## config.mk

```make
export PLATFORM = sky130hd
export DESIGN_NAME = imem_loader_flat
export DESIGN_NICKNAME = d
export VERILOG_FILES = /design/src/rtl/imem_loader_if.sv /design/src/rtl/imem_loader.sv /design/src/flat_wrapper.sv
export SDC_FILE = /design/constraint.sdc
export NUM_CORES = 1
export LEC_CHECK = 0
export ABC_AREA = 1
export CORE_ASPECT_RATIO = 1.2
export CORE_MARGIN = 1
export CORE_UTILIZATION = 50
export CTS_CLUSTER_DIAMETER = 200
export DETAILED_ROUTE_END_ITERATION = 8
export HOLD_SLACK_MARGIN = 0.06
export PLACE_DENSITY_LB_ADDON = 0.08
export SYNTH_ARGS = -nofsm -noshare
export SYNTH_HDL_FRONTEND = slang
export SYNTH_SLANG_ARGS = --single-unit
export TNS_END_PERCENT = 100
```

## constraint.sdc

```tcl
create_clock -name clk -period 3.2 [get_ports clk]
set_clock_uncertainty 0.1 [all_clocks]
set_input_delay 0.32 -clock clk [delete_from_list [all_inputs] [get_ports clk]]
set_output_delay 0.32 -clock clk [all_outputs]
set_load 0.01 [all_outputs]
```

## src/rtl/imem_loader_if.sv

```systemverilog
// ---------------------------------------------------------------------------
// imem_loader_if
// Groups the host byte stream, the instruction-memory write port and the
// CPU control/status lines of the instruction-memory loader.
//   in_data/in_valid   host -> loader stream byte and qualifier
//   in_ready           loader -> host, byte transfers when valid && ready
//   mem_we/addr/data   loader -> instruction memory write port
//   cpu_hold           loader -> CPU, holds CPU in reset while high
//   load_done          one-cycle pulse on a verified frame
//   load_error         sticky checksum-failure flag
// modport master: host/system side.  modport slave: the loader itself.
// ---------------------------------------------------------------------------
interface imem_loader_if #(
  parameter int ADDR_WIDTH = 8,
  parameter int DATA_WIDTH = 8
);
  logic [7:0]            in_data;
  logic                  in_valid;
  logic                  in_ready;
  logic                  mem_we;
  logic [ADDR_WIDTH-1:0] mem_addr;
  logic [DATA_WIDTH-1:0] mem_data;
  logic                  cpu_hold;
  logic                  load_done;
  logic                  load_error;

  modport master (
    output in_data, in_valid,
    input  in_ready, mem_we, mem_addr, mem_data, cpu_hold, load_done, load_error
  );

  modport slave (
    input  in_data, in_valid,
    output in_ready, mem_we, mem_addr, mem_data, cpu_hold, load_done, load_error
  );
endinterface

```

## src/rtl/imem_loader.sv

```systemverilog
// ---------------------------------------------------------------------------
// imem_loader
// Parses a framed byte stream (header, length, start address, payload,
// checksum) and writes each payload byte into the instruction memory. The
// CPU is held in reset from the header until a frame's checksum verifies.
// Ports:
//   clk    single clock, rising edge
//   reset  asynchronous, active-low
//   bus    imem_loader_if.slave (stream in, memory write port, CPU control)
// Length byte 0 means 256 words; address and checksum wrap modulo 256.
// ---------------------------------------------------------------------------
module imem_loader #(
  parameter int         ADDR_WIDTH = 8,
  parameter int         DATA_WIDTH = 8,
  parameter logic [7:0] HEADER     = 8'hA5
) (
  input  logic          clk,
  input  logic          reset,
  imem_loader_if.slave  bus
);

  typedef enum logic [2:0] {
    S_IDLE,
    S_LEN,
    S_ADDR,
    S_DATA,
    S_CHK,
    S_DONE
  } state_e;

  state_e                state_q, state_d;
  logic [ADDR_WIDTH-1:0] addr_q, addr_d;      // next payload write address
  logic [8:0]            remain_q, remain_d;  // 9 bits so N = 256 fits
  logic [7:0]            sum_q, sum_d;        // running payload checksum
  logic                  we_q, we_d;
  logic [ADDR_WIDTH-1:0] waddr_q, waddr_d;
  logic [DATA_WIDTH-1:0] wdata_q, wdata_d;
  logic                  hold_q, hold_d;
  logic                  err_q, err_d;

  logic in_ready;
  logic accept;

  // The DONE cycle is the only one in which the loader refuses a byte.
  assign in_ready = (state_q != S_DONE);
  assign accept   = bus.in_valid && in_ready;

  assign bus.in_ready   = in_ready;
  assign bus.mem_we     = we_q;
  assign bus.mem_addr   = waddr_q;
  assign bus.mem_data   = wdata_q;
  assign bus.cpu_hold   = hold_q;
  assign bus.load_done  = (state_q == S_DONE);
  assign bus.load_error = err_q;

  // NOTE: sequential state uses non-blocking assignments so every register
  // samples the pre-edge values of the others, regardless of statement order.
  always_ff @(posedge clk or negedge reset) begin
    if (!reset) begin
      state_q  <= S_IDLE;
      addr_q   <= '0;
      remain_q <= '0;
      sum_q    <= '0;
      we_q     <= 1'b0;
      waddr_q  <= '0;
      wdata_q  <= '0;
      hold_q   <= 1'b1;
      err_q    <= 1'b0;
    end else begin
      state_q  <= state_d;
      addr_q   <= addr_d;
      remain_q <= remain_d;
      sum_q    <= sum_d;
      we_q     <= we_d;
      waddr_q  <= waddr_d;
      wdata_q  <= wdata_d;
      hold_q   <= hold_d;
      err_q    <= err_d;
    end
  end

  // NOTE: every signal gets a default before the case statement, so no path
  // through the logic leaves a value unassigned and no latch is inferred.
  always_comb begin
    state_d  = state_q;
    addr_d   = addr_q;
    remain_d = remain_q;
    sum_d    = sum_q;
    we_d     = 1'b0;          // write strobe lasts exactly one cycle
    waddr_d  = waddr_q;
    wdata_d  = wdata_q;
    hold_d   = hold_q;
    err_d    = err_q;

    unique case (state_q)
      S_IDLE: begin
        // Non-header bytes are dropped here; this is the only resync point.
        if (accept && bus.in_data == HEADER) begin
          state_d = S_LEN;
          hold_d  = 1'b1;
          err_d   = 1'b0;
        end
      end
      S_LEN: begin
        if (accept) begin
          remain_d = (bus.in_data == 8'd0) ? 9'd256 : {1'b0, bus.in_data};
          state_d  = S_ADDR;
        end
      end
      S_ADDR: begin
        if (accept) begin
          addr_d  = ADDR_WIDTH'(bus.in_data);
          sum_d   = 8'd0;
          state_d = S_DATA;
        end
      end
      S_DATA: begin
        if (accept) begin
          we_d     = 1'b1;
          waddr_d  = addr_q;
          wdata_d  = DATA_WIDTH'(bus.in_data);
          addr_d   = addr_q + ADDR_WIDTH'(1);
          sum_d    = sum_q + bus.in_data;
          remain_d = remain_q - 9'd1;
          if (remain_q == 9'd1) begin
            state_d = S_CHK;
          end
        end
      end
      S_CHK: begin
        if (accept) begin
          if (bus.in_data == sum_q) begin
            state_d = S_DONE;
            hold_d  = 1'b0;   // releases the CPU together with load_done
          end else begin
            state_d = S_IDLE;
            err_d   = 1'b1;   // CPU stays held; written words are kept
          end
        end
      end
      S_DONE: begin
        state_d = S_IDLE;
      end
      default: begin
        state_d = S_IDLE;
      end
    endcase
  end

endmodule

```

## src/flat_wrapper.sv

```systemverilog
// flat-port wrapper written by rule: the top's interface ports become plain ports
module imem_loader_flat 
#(
  parameter int         ADDR_WIDTH = 8,
  parameter int         DATA_WIDTH = 8,
  parameter logic [7:0] HEADER     = 8'hA5
)
  (clk, reset, bus_in_data, bus_in_valid, bus_in_ready, bus_mem_we, bus_mem_addr, bus_mem_data, bus_cpu_hold, bus_load_done, bus_load_error);
  imem_loader_if #(.ADDR_WIDTH(ADDR_WIDTH), .DATA_WIDTH(DATA_WIDTH)) bus_i ();
  input  logic clk;
  input  logic reset;
  input wire logic [$bits(bus_i.in_data)-1:0] bus_in_data;
  input wire logic [$bits(bus_i.in_valid)-1:0] bus_in_valid;
  output wire logic [$bits(bus_i.in_ready)-1:0] bus_in_ready;
  output wire logic [$bits(bus_i.mem_we)-1:0] bus_mem_we;
  output wire logic [$bits(bus_i.mem_addr)-1:0] bus_mem_addr;
  output wire logic [$bits(bus_i.mem_data)-1:0] bus_mem_data;
  output wire logic [$bits(bus_i.cpu_hold)-1:0] bus_cpu_hold;
  output wire logic [$bits(bus_i.load_done)-1:0] bus_load_done;
  output wire logic [$bits(bus_i.load_error)-1:0] bus_load_error;
  assign bus_i.in_data = bus_in_data;
  assign bus_i.in_valid = bus_in_valid;
  assign bus_in_ready = bus_i.in_ready;
  assign bus_mem_we = bus_i.mem_we;
  assign bus_mem_addr = bus_i.mem_addr;
  assign bus_mem_data = bus_i.mem_data;
  assign bus_cpu_hold = bus_i.cpu_hold;
  assign bus_load_done = bus_i.load_done;
  assign bus_load_error = bus_i.load_error;
  imem_loader #(.ADDR_WIDTH(ADDR_WIDTH), .DATA_WIDTH(DATA_WIDTH), .HEADER(HEADER)) u_core (.clk(clk), .reset(reset), .bus(bus_i));
endmodule
```

==> qor.csv, run 1 <==
stage,metric,value,unit
status,status,finished clean,
synthesis,Mapped Nets,384,
clock_tree,clock transition at the registers of the reported paths,80,ps
synthesis,asr flop ratio synth,1.00,
floorplan,die area,5860,um^2
setup_path,crit path DAT,1650,ps
global_routing,grt ovf,0,
setup_path,"critical path, cell by cell","nor3_1, clkdlybuf4s50_1",
synthesis,number of flops mapped to enable cells by yosys,0,
setup_path,Worst EP required,2780,ps
clock_tree,Sink Count,47,
synthesis,cells after synthesis,362,
clock_tree,CTS Buffer Depth,2,
clock_tree,CTS tree,yes,
setup_path,kind of end point of the critical path,primary output,
timing,Slew HR,0.580,
timing,fin crit period,2070,ps
synthesis,Synth Register Bits,47,
synthesis,most frequent cell after synthesis,nand2_1,
synthesis,mean cell area of the mapped netlist,7.68,um^2
timing,Setup-failing EPs final,0,
timing,Slew @ Worst Pin,628,ps
final_layout,area grow syn2layout,16.9,%
synthesis,most frequent cells after synthesis,"106 x nand2_1, 46 x dfrtp_1, 38 x inv_1",
clock_tree,CTS buffer count,5,
route,Routed Antenna Nets,0,
floorplan,Rows,29,
final_layout,final core occ,0.609,
route,WL final,6050,um
route,drt first pass iters,4,
setup_path,CP max stage delay,580,ps
floorplan,Die Wd,70.1,um
clock_tree,post-CTS setup buffers,0,
global_routing,pin count of the biggest net entering global routing,34,
run,Max Cap Viol,0,
synthesis,top_reg_cell synth,dfrtp_1,
route,DR iter-0 viols,171,
power,Leak,1.61,nW
timing,setup_tns,0,ps
final_layout,Final #Nets,416,
synthesis,share of the yosys chip area belonging to registers,0.424,
timing,Final Hold Fails,0,
setup_path,Worst Path Max Fanout,10,
placement,Port Buf Inserts,31,
power,Pwr Density,919,nW/um^2
global_routing,initial antenna violation count,0,
floorplan,Initial Utilization,0.521,
placement,Inst Count DP,448,
timing,RSZ-0062 raised after global routing,false,
placement,HPWL after DPL,4430,um
global_routing,vias in the first global route,2242,
hold_path,Worst Hold Class,flip-flop to flip-flop,
placement,GP Congestion,0.846,
timing,Final Max Tran Viols,0,
setup_path,Worst Setup Start Kind,flip-flop,
synthesis,Synth Cell Area,2780,um^2
synthesis,synth top area cells,"dfrtp_1 41%, nand2_1 14%, nand3_1 6.1%",
power,Pwr Total,2.99,mW
final_layout,share of cells above drive strength 1,0.0886,
timing,FMAX,484,MHz
clock_tree,post_cts resized,0,
global_routing,first-pass GRT wire length,10400,um
clock_tree,clock latency on the worst-skew pair,300,ps
setup_path,kind of critical path,flip-flop to primary output,
route,DR DRC count,0,
setup_path,Crit-path slowest cell,clkdlybuf4s50_1,
floorplan,Die Y,83.7,um
floorplan,io pins,32,
synthesis,Synth cell types,29,
final_layout,final non-filler cell total,457,
route,Vias,2402,
floorplan,Placeable Area,5330,um^2
route,vias per cell,5.26,
synthesis,area share of the largest cell type after synthesis,0.414,
power,VDD IR max,0.464,mV
clock_tree,root buffer cell,clkbuf_8,
route,WL per Instance,13.2,um
global_routing,Total GRT Usage,0.224,
final_layout,diode count,0,
synthesis,post-synth top area cell,dfrtp_1,
synthesis,Ys Warns,0,
clock_tree,H-tree levels,2,
timing,period utilisation layout,0.646,
==> final timing paths <==
check | slack [ps] | startpoint | endpoint | cells after the start
worst max register to register | 1390 | u_core.state_q[1] | u_core.sum_q[3] | 6
worst min register to register | 380 | u_core.bus.mem_data[5] | u_core.bus.mem_data[5] | 2
worst min-delay path | 380 | u_core.bus.mem_data[5] | u_core.bus.mem_data[5] | 2
min in group asynchronous | 460 | reset | u_core.bus.mem_data[5] | 2
max in group asynchronous | 1800 | reset | u_core.remain_q[4] | 3
worst max-delay path | 1130 | u_core.state_q[1] | bus_load_done | 2
==> critical path, delay by kind of cell, from the launching register on <==
kind | cells | cell delay (ps)
buf+inv | 1 | 580
simple gates | 1 | 270
flops | 1 | 500
==> sequential cells by signal, summed over array words and instances, names as in the netlist <==
register	cells
u_core.bus.cpu_hold	1
u_core.bus.mem_we	1
u_core.bus.load_error	1
u_core.state_q	3
u_core.bus.mem_addr	8
u_core.sum_q	8
u_core.addr_q	8
u_core.bus.mem_data	8
u_core.remain_q	9
==> per-layer routing <==
metal  wire (um)  vias up  global-route usage
met2        2820       53               0.369
met3         190       11              0.0254
met1        2940     1092               0.306
met4         102        0              0.0745
met5           0        -                   0
li1            -     1246                   -
==> through the flow <==
stage                     hold slack (ps)  worst slack (ps)  instance area (um^2)
final                                 385              1130                  3250
after global routing                  408              1050                  3250
after floorplan                     -75.6              1650                  2780
after global placement                263               962                  3110
after CTS                             390              1120                  3250
after detailed placement              263               935                  3110
==> cell families after synthesis <==
family | share of synthesized area
compound gates | 0.143
simple gates | 0.286
buf+inv | 0.0819
xor+xnor | 0.0126
flops | 0.424
fa+ha+maj | 0.0522
==> layout make-up <==
class	instances	area [um^2]
timing repair buffer	34	330
multi-input combinational	264	1370
inverter	42	158
fill	493	2080
clock inverter	2	60.1
tap	62	77.6
sequential	47	1180
clock buffer	6	72.6
==> cells in the final DEF, fill, tap and decap left out, drive strengths merged, types with 4 or more instances in the layout <==
cell type      Yosys  final
nand2            107    107
dfrtp             46     46
inv               42     42
nor2              35     35
nand3             34     34
o21ai             33     33
clkdlybuf4s50      0     30
a21oi             16     16
ha                10     10
nand4              9      9
clkbuf             2      6
xnor2              4      4
==> power breakdown <==
group	total [mW]	internal [mW]	switching, mW
clock	0.513	0.312	0.200
combinational	1.42	0.603	0.819
sequential	1.05	0.863	0.189
==> timing repair <==
action                                  4_1_cts  5_1_grt
hold endpoints to repair                     23        0
endpoints found under the setup margin        0        0
hold buffers                                  1        0
Power figures use the tool's default switching activity.
==> inputs of run 2 (changes only) <==
==> constraint.sdc (replaced) <==
create_clock -name clk -period 1.9 [get_ports clk]
set_clock_uncertainty 0.1 [all_clocks]
set_input_delay 0.19 -clock clk [delete_from_list [all_inputs] [get_ports clk]]
set_output_delay 0.19 -clock clk [all_outputs]
set_load 0.01 [all_outputs]
==> run 2 against run 1 <==
Effect of this change:
- final area up 4.7%
- register-to-register slack got worse by 1200 ps
- clock power grew 26%
- global-route usage up 0.21 points
- core utilization increased by 2.8 points
- final cell count up 5.0%
- worst hold slack lost 130 ps
- setup slack worse by 1100 ps
==> qor.csv, run 2 (synthesis results as in run 1) <==
stage,metric,value,unit,change
setup_path,Worst EP required,1610,ps,-1170 ps
setup_path,Worst Path Max Fanout,4,,-6
final_layout,Final Instance Area,3400,um^2,+4.7%
setup_path,kind of critical path,flip-flop to primary output,,
final_layout,max reg flops,9,,unchanged
power,VDD IR max,0.701,mV,+51%
final_layout,share of cells above drive strength 1,0.146,,+0.0573
setup_path,Crit-path slowest cell,clkdlybuf4s50_1,,
timing,Slew HR,0.565,,-0.0155
timing,fin crit period,1840,ps,
timing,FMAX,543,MHz,
route,DR iter-0 viols,165,,-3.5%
timing,RSZ-0062 raised after global routing,false,,
clock_tree,Sink Count,47,,unchanged
clock_tree,H-tree levels,2,,unchanged
route,WL per Instance,12.7,um,-3.8%
final_layout,diode count,0,,unchanged
setup_path,crit path DAT,1550,ps,-100 ps
global_routing,Total GRT Usage,0.226,,+0.00211
floorplan,Placeable Area,5330,um^2,unchanged
route,DR DRC count,0,,unchanged
placement,pre-CTS WS,-48.4,ps,-983 ps
global_routing,pin count of the biggest net entering global routing,34,,unchanged
timing,Final Hold Fails,0,,unchanged
placement,Post-DP Area,3250,um^2,+4.8%
final_layout,area grow syn2layout,22.4,%,
clock_tree,root buffer cell,clkbuf_8,,
clock_tree,CTS tree,yes,,
floorplan,io pins,32,,unchanged
clock_tree,CTS buffer count,5,,unchanged
clock_tree,clock latency on the worst-skew pair,310,ps,about the same
floorplan,die area,5860,um^2,unchanged
final_layout,final non-filler cell total,480,,+5.0%
route,WL final,6110,um,+1.0%
timing,Final Max Tran Viols,0,,unchanged
placement,Inst Count DP,466,,+4.0%
placement,GP Congestion,0.852,,+0.72%
power,Leak,1.71,nW,+5.8%
setup_path,"critical path, cell by cell","inv_2, nor3_2, clkdlybuf4s50_1",,
timing,period utilisation layout,0.969,,
timing,Min Hold Slack,254,ps,-131 ps
run,Max Cap Viol,0,,unchanged
route,Routed Antenna Nets,0,,unchanged
final_layout,"leading cell type in the layout, fill and taps excluded",nand2_1,,
placement,Port Buf Inserts,31,,unchanged
floorplan,Rows,29,,unchanged
timing,Setup WS post-layout,59.1,ps,-1070 ps
global_routing,first-pass GRT wire length,10600,um,+1.3%
global_routing,initial antenna violation count,0,,unchanged
floorplan,Die Wd,70.1,um,unchanged
route,Vias,2484,,+3.4%
floorplan,Die Y,83.7,um,unchanged
timing,Setup-failing EPs final,0,,unchanged
setup_path,kind of end point of the critical path,primary output,,
global_routing,vias in the first global route,2387,,+6.5%
timing,Slew @ Worst Pin,652,ps,+23.2 ps
global_routing,grt ovf,0,,unchanged
hold_path,Worst Hold Class,input pin to async pin,,
setup_path,CP max stage delay,560,ps,-20 ps
power,Pwr Density,1470,nW/um^2,+60%
final_layout,Final #Nets,439,,+5.5%
final_layout,final core occ,0.638,,+0.0284
setup_path,r2r setup slk,210,ps,-1180 ps
final_layout,largest register by flop count,u_core.remain_q,,
floorplan,Initial Utilization,0.521,,unchanged
setup_path,Worst Setup Start Kind,flip-flop,,
clock_tree,clock transition at the registers of the reported paths,100,ps,+20 ps
route,drt first pass iters,4,,unchanged
route,vias per cell,5.18,,-1.5%
status,status,finished clean,,
final_layout,most frequent cells in the layout,"106 x nand2_1, 45 x dfrtp_1, 38 x inv_1",,
placement,HPWL after DPL,4620,um,+4.1%
clock_tree,CTS Buffer Depth,2,,unchanged
-- run 2: changes by cell type in the layout (fill, tap and decap cells not counted), sizes merged --
cell,change
clkbuf,-1
clkinvlp,+2
bufinv,-2
buf,+23
inv,+1
-- run 2: metal layers --
layer	track usage	routed length [um]
met5	0	0
met4	0.102	97
met3	0.0290	228
met2	0.371	2890
met1	0.298	2890
-- run 2: final cells by class --
| cell class | instances | area, um^2 |
|---|---|---|
| Multi-Input combinational cell | 264 | 1380 |
| Clock inverter | 3 | 23.8 |
| Inverter | 42 | 158 |
| Tap cell | 62 | 77.6 |
| Timing Repair Buffer | 57 | 515 |
| Clock buffer | 5 | 68.8 |
| Fill cell | 509 | 1930 |
| Sequential cell | 47 | 1180 |
-- run 2: final timing paths --
check,startpoint,endpoint,cells after the start
hold / removal,reset,u_core.sum_q[6],2
setup reg to reg,u_core.state_q[1],u_core.sum_q[3],7
hold reg to reg,u_core.bus.mem_data[5],u_core.bus.mem_data[5],2
max in group asynchronous,reset,u_core.bus.mem_data[7],3
min in group clk,u_core.bus.mem_data[5],u_core.bus.mem_data[5],2
setup / recovery,u_core.state_q[0],bus_load_done,3
-- run 2: power by group --
part | switching [mW] | total (mW) | internal, mW | leakage [nW]
combinational | 1.44 | 2.61 | 1.17 | 1.09
clock | 0.382 | 0.646 | 0.264 | 0.0408
sequential | 0.304 | 1.76 | 1.45 | 0.576
total | 2.13 | 5.01 | 2.88 | 1.71
-- run 2: stage by stage --
stage          power, mW  setup TNS (ps)
2_1_floorplan       3.46               0
3_3_place_gp        4.27           -38.0
3_5_place_dp        4.32           -81.2
4_1_cts             4.98               0
5_1_grt             5.46               0
6_report            5.01               0
-- run 2: what timing repair did --
action / in CTS / in global routing
setup buffers: 1 / 4
endpoints found under the setup margin: 2 / 2
gates resized for setup: 2 / 0
gates cloned: 0 / 0
hold buffers: 1 / 0
endpoints found under the hold margin: 17 / 0
-- run 2: critical path, delay by kind of cell, from the launching register on --
family	cells	cell delay (ps)
buffers and inverters	2	660
flip-flops	1	400
AND/OR/NAND/NOR	1	180
